--- src/rtl/alu_iter_unit.sv ---
// ALU with integrated funct3/funct7 control decoder. Non-shift ops finish in one cycle;
// shifts iterate SHIFT_STEP bits per cycle before loading the output register.
module alu_iter_unit #(
  parameter int unsigned XLEN       = 32,
  parameter int unsigned SHIFT_STEP = 1
) (
  input  logic            clk,
  input  logic            rst,
  input  logic            in_valid,
  output logic            in_ready,
  input  logic            op5,
  input  logic            funct7,
  input  logic [1:0]      ALUOP,
  input  logic [2:0]      funct3,
  input  logic [XLEN-1:0] src_a,
  input  logic [XLEN-1:0] src_b,
  output logic            out_valid,
  input  logic            out_ready,
  output logic [XLEN-1:0] result,
  output logic            zero,
  output logic [3:0]      alu_ctrl,
  output logic            busy
);

  localparam int unsigned AW = $clog2(XLEN);
  localparam logic [AW:0] StepMax = SHIFT_STEP[AW:0];

  localparam logic [3:0] CtlAdd  = 4'b0000;
  localparam logic [3:0] CtlSub  = 4'b0001;
  localparam logic [3:0] CtlAnd  = 4'b0010;
  localparam logic [3:0] CtlOr   = 4'b0011;
  localparam logic [3:0] CtlXor  = 4'b0100;
  localparam logic [3:0] CtlSlt  = 4'b0101;
  localparam logic [3:0] CtlSltu = 4'b0110;
  localparam logic [3:0] CtlSll  = 4'b0111;
  localparam logic [3:0] CtlSrl  = 4'b1000;
  localparam logic [3:0] CtlSra  = 4'b1001;

  typedef enum logic {StIdle, StShift} state_e;

  state_e          state_q, state_d;
  logic [XLEN-1:0] sh_val_q, sh_val_d, sh_next;
  logic [AW-1:0]   rem_q, rem_d;
  logic [3:0]      sh_ctrl_q, sh_ctrl_d;
  logic            out_valid_q, out_valid_d;
  logic [XLEN-1:0] result_q, result_d;
  logic            zero_q, zero_d;
  logic [3:0]      ctrl_q, ctrl_d;

  logic [3:0]      dec_ctrl, load_ctrl;
  logic [XLEN-1:0] alu_res, load_val;
  logic [AW-1:0]   shamt;
  logic [AW:0]     rem_ext, step;
  logic            is_shift, accept, out_free, load;

  always_comb begin
    dec_ctrl = CtlAdd;
    unique case (ALUOP)
      2'b01: dec_ctrl = CtlSub;
      2'b10: begin
        unique case (funct3)
          3'b000:  dec_ctrl = (op5 && funct7) ? CtlSub : CtlAdd;
          3'b001:  dec_ctrl = CtlSll;
          3'b010:  dec_ctrl = CtlSlt;
          3'b011:  dec_ctrl = CtlSltu;
          3'b100:  dec_ctrl = CtlXor;
          3'b101:  dec_ctrl = funct7 ? CtlSra : CtlSrl;
          3'b110:  dec_ctrl = CtlOr;
          default: dec_ctrl = CtlAnd;
        endcase
      end
      default: dec_ctrl = CtlAdd;
    endcase
  end

  assign shamt    = src_b[AW-1:0];
  assign is_shift = (dec_ctrl == CtlSll) || (dec_ctrl == CtlSrl) || (dec_ctrl == CtlSra);

  // Shifts reaching this path have amount 0, so the operand passes through unchanged.
  always_comb begin
    alu_res = '0;
    unique case (dec_ctrl)
      CtlAdd:  alu_res = src_a + src_b;
      CtlSub:  alu_res = src_a - src_b;
      CtlAnd:  alu_res = src_a & src_b;
      CtlOr:   alu_res = src_a | src_b;
      CtlXor:  alu_res = src_a ^ src_b;
      CtlSlt:  alu_res = {{(XLEN-1){1'b0}}, ($signed(src_a) < $signed(src_b))};
      CtlSltu: alu_res = {{(XLEN-1){1'b0}}, (src_a < src_b)};
      default: alu_res = src_a;
    endcase
  end

  assign rem_ext = {1'b0, rem_q};
  assign step    = (rem_ext < StepMax) ? rem_ext : StepMax;

  always_comb begin
    sh_next = sh_val_q;
    unique case (sh_ctrl_q)
      CtlSll:  sh_next = sh_val_q << step;
      CtlSrl:  sh_next = sh_val_q >> step;
      default: sh_next = $signed(sh_val_q) >>> step;
    endcase
  end

  assign out_free = !out_valid_q || out_ready;
  assign in_ready = !rst && (state_q == StIdle) && out_free;
  assign accept   = in_valid && in_ready;

  always_ff @(posedge clk or posedge rst) begin
    if (rst) begin
      state_q     <= StIdle;
      sh_val_q    <= '0;
      rem_q       <= '0;
      sh_ctrl_q   <= '0;
      out_valid_q <= 1'b0;
      result_q    <= '0;
      zero_q      <= 1'b0;
      ctrl_q      <= '0;
    end else begin
      state_q     <= state_d;
      sh_val_q    <= sh_val_d;
      rem_q       <= rem_d;
      sh_ctrl_q   <= sh_ctrl_d;
      out_valid_q <= out_valid_d;
      result_q    <= result_d;
      zero_q      <= zero_d;
      ctrl_q      <= ctrl_d;
    end
  end

  always_comb begin
    state_d = state_q;
    unique case (state_q)
      StIdle:  if (accept && is_shift && (shamt != '0)) state_d = StShift;
      default: if ((rem_q == '0) && out_free) state_d = StIdle;
    endcase
  end

  always_comb begin
    load      = 1'b0;
    load_val  = alu_res;
    load_ctrl = dec_ctrl;
    sh_val_d  = sh_val_q;
    rem_d     = rem_q;
    sh_ctrl_d = sh_ctrl_q;
    unique case (state_q)
      StIdle: begin
        if (accept) begin
          if (is_shift && (shamt != '0)) begin
            sh_val_d  = src_a;
            rem_d     = shamt;
            sh_ctrl_d = dec_ctrl;
          end else begin
            load = 1'b1;
          end
        end
      end
      default: begin
        if (rem_q != '0) begin
          sh_val_d = sh_next;
          rem_d    = rem_q - step[AW-1:0];
        end else if (out_free) begin
          load      = 1'b1;
          load_val  = sh_val_q;
          load_ctrl = sh_ctrl_q;
        end
      end
    endcase
    out_valid_d = load ? 1'b1 : (out_valid_q && !out_ready);
    result_d    = load ? load_val : result_q;
    zero_d      = load ? (load_val == '0) : zero_q;
    ctrl_d      = load ? load_ctrl : ctrl_q;
  end

  assign out_valid = out_valid_q;
  assign result    = result_q;
  assign zero      = zero_q;
  assign alu_ctrl  = ctrl_q;
  assign busy      = (state_q == StShift);

endmodule

--- config.mk ---
export PLATFORM = sky130hd
export DESIGN_NAME = alu_iter_unit
export DESIGN_NICKNAME = d
export VERILOG_FILES = /design/src/rtl/alu_iter_unit.sv
export SDC_FILE = /design/constraint.sdc
export NUM_CORES = 1
export LEC_CHECK = 0
export CAP_MARGIN = 20
export CORE_MARGIN = 2
export CORE_UTILIZATION = 41
export CTS_BUF_LIST = sky130_fd_sc_hd__clkbuf_8
export CTS_CLUSTER_DIAMETER = 120
export DETAILED_ROUTE_END_ITERATION = 10
export PLACE_DENSITY = 0.59
export SLEW_MARGIN = 20
export SYNTH_ARGS = -nofsm -noshare
export SYNTH_HDL_FRONTEND = slang
export SYNTH_SLANG_ARGS = --single-unit
--- constraint.sdc ---
create_clock -name clk -period 8.1 [get_ports clk]
set_input_delay 1.62 -clock clk [delete_from_list [all_inputs] [get_ports clk]]
set_output_delay 1.62 -clock clk [all_outputs]
set_load 0.05 [all_outputs]
==> results.md <==
* Vias at between 10000 and 15000
* Pre-CTS WS at 598 ps
* Hold Crit Class: flop to flop
* Core Area at around 0.024 mm2
* I/O Pins at around 120
* Vias per cell at about 6.2
* Post-synth ARST share at between 90% and 100%
* Synth Flop Type: dfrtp_1
* Crit start category: input pin
* Post-CTS Resized at 0
* Final #Nets at 1585
* Hold_buf cts at 0
* First-pass detailed-route iteration total at 5
* Worst Path Arrival at 7580 ps
* Die area at between 0.02 and 0.03 mm2
* Crit path buffers/inverters at 2
* Critical path, cell by cell: clkdlybuf4s50_1 > inv_1 > ha_1 > nor3_1 > a2111oi_1 > o311ai_1 > a211oi_1 > nor2_1 > a31oi_1 > o221ai_1 > a21oi_1 > o2111ai_1 > a2111o_1 > or4_1 > o41ai_2
* Die H at 160 um
* Run status: finished clean
* First-pass GRT wire length at 60300 um
* #FFs+latches synth at 80
* Synth area leader: dfrtp_1
* Synth area leaders: dfrtp_1 20%, ha_1 14%, mux2i_1 7.0%
* Seq/Total Area, Yosys at between 15 and 20%
* DR WL/cell at about 23 um
* Setup_tns at 0 ps
* Fin Hold WS at roughly 480 ps
* Antenna cell count at 0
* Syn nets at 1518
* Worst vdd ir at between 0.2 and 0.25 mV
* Most frequent cells after synthesis: 179 x nand2_1, 116 x ha_1, 101 x o21ai_0
* FP Rows at between 50 and 60
* Worst EP required at 8380 ps
* Power per cell area at between 200 and 250 mW/mm2
* CTS Buf Count at 9
* Clock skew after layout at 27.1 ps
* Total track usage at between 30% and 40%
* Final weighted congestion in routability-driven placement at around 0.95
* Fraction of the cycle the final worst path needs at around 90%
* Slew headroom at approximately 29%
* EDFF count, synth at 0
* Unique cell type count in the Yosys netlist at 76
* Post-Route WL at around 40000 um
* Worst-margin pin slew at 1060 ps
* # setup viols final at 0
* Setup slack after layout at 792 ps
* Crit Path Max Fanout at 12
* Top-count cell post-synth: nand2_1
* Critical path class: input pin to flop
* Share of post-route cells with drive strength above 1 at 4.65%
* Largest net degree at the start of global routing at 55
* Synth warn at 0
* Clk sink count at 80
* CP endpoint kind: flop
* DRC viols at 0
* Root Driver: clkbuf_8
* Die Wd at around 160 um
* Reg clk slew, reported paths at 100 ps
* DPL Wire Length at 29900 um
* H-tree levels at 3
* CP max stage delay at just under 1000 ps
* RSZ-0062 raised after global routing: false
* Worst path slowest cell: a2111oi_1
* Setup Buffers After CTS at 0
* Mean Syn Cell Area at about 7.6 um2
* Max Cap Viol at 0
* Overflow after GRT at 0
* F_max at approximately 0.14 GHz
* Post-route antenna net violation count at 0
* CTS tree: done
* Longest Clk Path Bufs at 2
* Worst skew pair latency at ~400 ps
* Number of global-route vias before repair at 9951
* Pins Over Slew Limit at 0
* Drt first-iter violations at 1139
* Final Hold Viols at 0
* Synth top area share at 20.0%
* Initial antenna violation count at 0
* Area delta synth->final at 17.1%
* Initial Util at 41.4%
* Cells after synthesis at around 1300
* Period minus WS final at 7310 ps
* Number of buffers inserted by port buffering at roughly 110
* Top cell family by delay on the critical path: compound AO/OA/AOI/OAI gates
* Netlist Area Pre-Place at roughly 0.010 mm2
* Leakage at a little over 5 nW
-- path summary, 6_finish.rpt --
| path | startpoint | endpoint | slack, ps | depth (start not counted) |
|---|---|---|---|---|
| min reg2reg | result[20] | result[20] | 480 | 2 |
| min | result[20] | result[20] | 480 | 2 |
| max in group asynchronous | rst | result[9] | 5330 | 3 |
| max reg2reg | rem_q[1] | zero | 3220 | 15 |
| min in group asynchronous | rst | sh_ctrl_q[2] | 1640 | 2 |
| max | src_b[4] | zero | 790 | 15 |
-- power breakdown --
| group | switching (mW) | internal (mW) |
|---|---|---|
| sequential | 0.187 | 0.579 |
| combinational | 1.07 | 0.582 |
| clock | 0.195 | 0.207 |
| total | 1.45 | 1.37 |
-- logic make-up (layout without fill, tap and decap cells) --
family	count (synthesis)	in the layout	share of synthesized area [%]
mux	75	75	7.56
fa+ha+maj	118	118	14.9
simple gates	403	403	18.5
compound gates	446	446	30.2
flops	80	80	20.0
xor+xnor	21	21	1.84
buf+inv	182	254	6.98
-- through the flow --
step / total power [mW] / cells / cell area (um2) / util (%)
2_1_floorplan: 1.81 / 1325 / 10000 / -
3_3_place_gp: 2.39 / 1705 / 11500 / 47.5
3_5_place_dp: 2.41 / 1705 / 11500 / 47.5
4_1_cts: 2.81 / 1721 / 11700 / 48.5
5_1_grt: 2.99 / 1721 / 11700 / 48.5
6_report: 2.82 / 1721 / 11700 / 48.5
-- tightest hold or removal path, cell delays in order (launching register included) --
cell and delay [ps]:
dfrtp_1 360, nand2_1 50, nand2_1 50
-- registers in the layout (all words and copies together) (netlist names) --
register / flops
alu_ctrl: 4
busy: 1
out_valid: 1
rem_q: 5
result: 32
sh_ctrl_q: 4
sh_val_q: 32
zero: 1
-- cells in the final DEF (no fill, tap or decap), types with 10 or more instances in the layout --
cell type	n
a221o_1	11
nor4_1	10
buf_4	26
a221oi_1	12
a21oi_1	93
nand4_1	12
o21ai_0	101
o22ai_1	17
o211ai_1	32
mux2i_1	70
a21o_1	13
inv_1	96
or3_1	11
o221ai_1	38
xnor2_1	15
a211oi_1	13
clkdlybuf4s50_1	114
ha_1	116
a31oi_1	15
dfrtp_1	80
nand3_1	27
nor2b_1	13
nand2_1	179
nor2_1	76
o31ai_1	16
nor3_1	27
-- routing by layer --
metal	routed length, um	up-vias	global-route usage [%]
met1	18200	5126	43.0
met2	17400	460	46.8
met4	1090	0	9.71
li1	-	5003	-
met5	0	-	0
met3	2980	72	5.60
-- area by class of cell --
class | count | area [um2]
clock inverters | 7 | 119
well taps | 324 | 405
fillers | 2462 | 12400
clock buffers | 9 | 124
repair buffers | 141 | 1360
flip-flops and latches | 80 | 2000
inverters | 97 | 365
multi-input cells | 1063 | 7360
(Power assumes the default switching activity.)
==> patch: new RTL, same settings <==
Set the parameter `XLEN` to 64 (it was 32).
--- a/src/rtl/alu_iter_unit.sv
+++ b/src/rtl/alu_iter_unit.sv
@@ -1,7 +1,7 @@
 // ALU with integrated funct3/funct7 control decoder. Non-shift ops finish in one cycle;
 // shifts iterate SHIFT_STEP bits per cycle before loading the output register.
 module alu_iter_unit #(
-  parameter int unsigned XLEN       = 32,
+  parameter int unsigned XLEN       = 64,
   parameter int unsigned SHIFT_STEP = 1
 ) (
   input  logic            clk,
Interface: changed (resized result, src_a and src_b); port bits go from 115 to 211. The function was not compared with the original's and may differ.
==> patch against the original RTL <==
Synthesized area up 110%; total power up 88%; first-iteration DRC count rose to 3.0 times the old value; synthesized cell count up 120%; cell area up 100%; critical endpoint unchanged; critical path depth up 2; count of clock-buffer cells in the layout up 8; routed wire length rose to 2.8 times the old value; sequential cell count up 65; sequential share of layout area down 1.9 points; setup slack better by 0.26 ns; non-clock buffer count up 146; final cell count up 120%.
==> patch: results (changes against the original RTL) <==
Detailed routing
  – M1 wire length: 41.8 mm (+130%)
  – Vias: 25200 (+140%)
  – Met3 WL post-DR: 9.36 mm (+210%)
  – Drt first pass iters: 8 (+3)

Final layout
  – Multi-input logic area: 15600 µm² (+110%)
  – Nets: 3437 (+120%)
  – Filler instances: 5187 (+110%)
  – Inverter count: 201 (+110%)
  – Clk cell area share: 1.67% (-0.39 points)
  – Signal buffers share of area: 11.4% (-0.17 points)

Power
  – Pwr/cell area: 221 nW/µm² (-8.0%)
  – Worst VDD drop: 243 µV (-2.2%)
  – Sw Ratio: 54.5% (+3.0 points)
  – Clk network pwr share: 12.1% (-2.2 points)

Yosys
  – Distinct cells, synth: 100 (+32%)
  – Post-Synthesis Cells: 2960 (+120%)
  – Post-synth top cells: nand2_1, a21oi_1, nor2_1, ha_1, o21ai_0

Placement
  – RD Place Congestion: 1.07 (+13%)
  – Cells after DPL: 3723 (+120%)
  – Placed inst area: 23600 µm² (+110%)

Outcome
  – Outcome: complete, no violations

Worst setup path
  – Crit-path max cell delay: 0.64 ns (-0.33 ns)
  – CP Launch Point: src_a[14]
  – CP arrival: 7.46 ns (-0.12 ns)

Timing
  – Worst Skew: 0.0202 ns (-0.00688 ns)

Global route
  – Largest net degree at the start of global routing: 111 (+100%)
  – Grt met3 use: 5.75% (+0.15 points)
  – Total track usage: 40.4% (+10 points)
## patch: cell types whose count changed in the layout (fill, tap and decap cells not counted), sizes merged, moves of 45 or more
cell / change
clkdlybuf4s50: +96
buf: +50
nor2: +222
inv: +111
a21oi: +216
nand3: +64
dfrtp: +65
nor4: +45
a221oi: +53
nand2: +163
o21ai: +133
ha: +110
nor3: +45
## patch: path summary, 6_finish.rpt
path / slack, ns / endpoint
min: 0.48 / result[63]
min in group asynchronous: 1.58 / result[8]
max in group asynchronous: 4.90 / sh_val_q[51]
max: 1.05 / zero
min reg2reg: 0.48 / result[63]
max reg2reg: 3.15 / zero
## patch: kinds of logic (layout without fill, tap and decap cells)
logic type,count (synthesis),in the layout,share of synthesized area (%)
and+or+nand+nor,1056,1056,23.7
AOI/OAI and AO/OA,1028,1028,32.5
buffers and inverters,397,519,7.54
adders and majority gates,228,228,13.8
DFF,145,145,17.5
muxes,66,66,3.25
xor gates and xnor gates,40,40,1.69
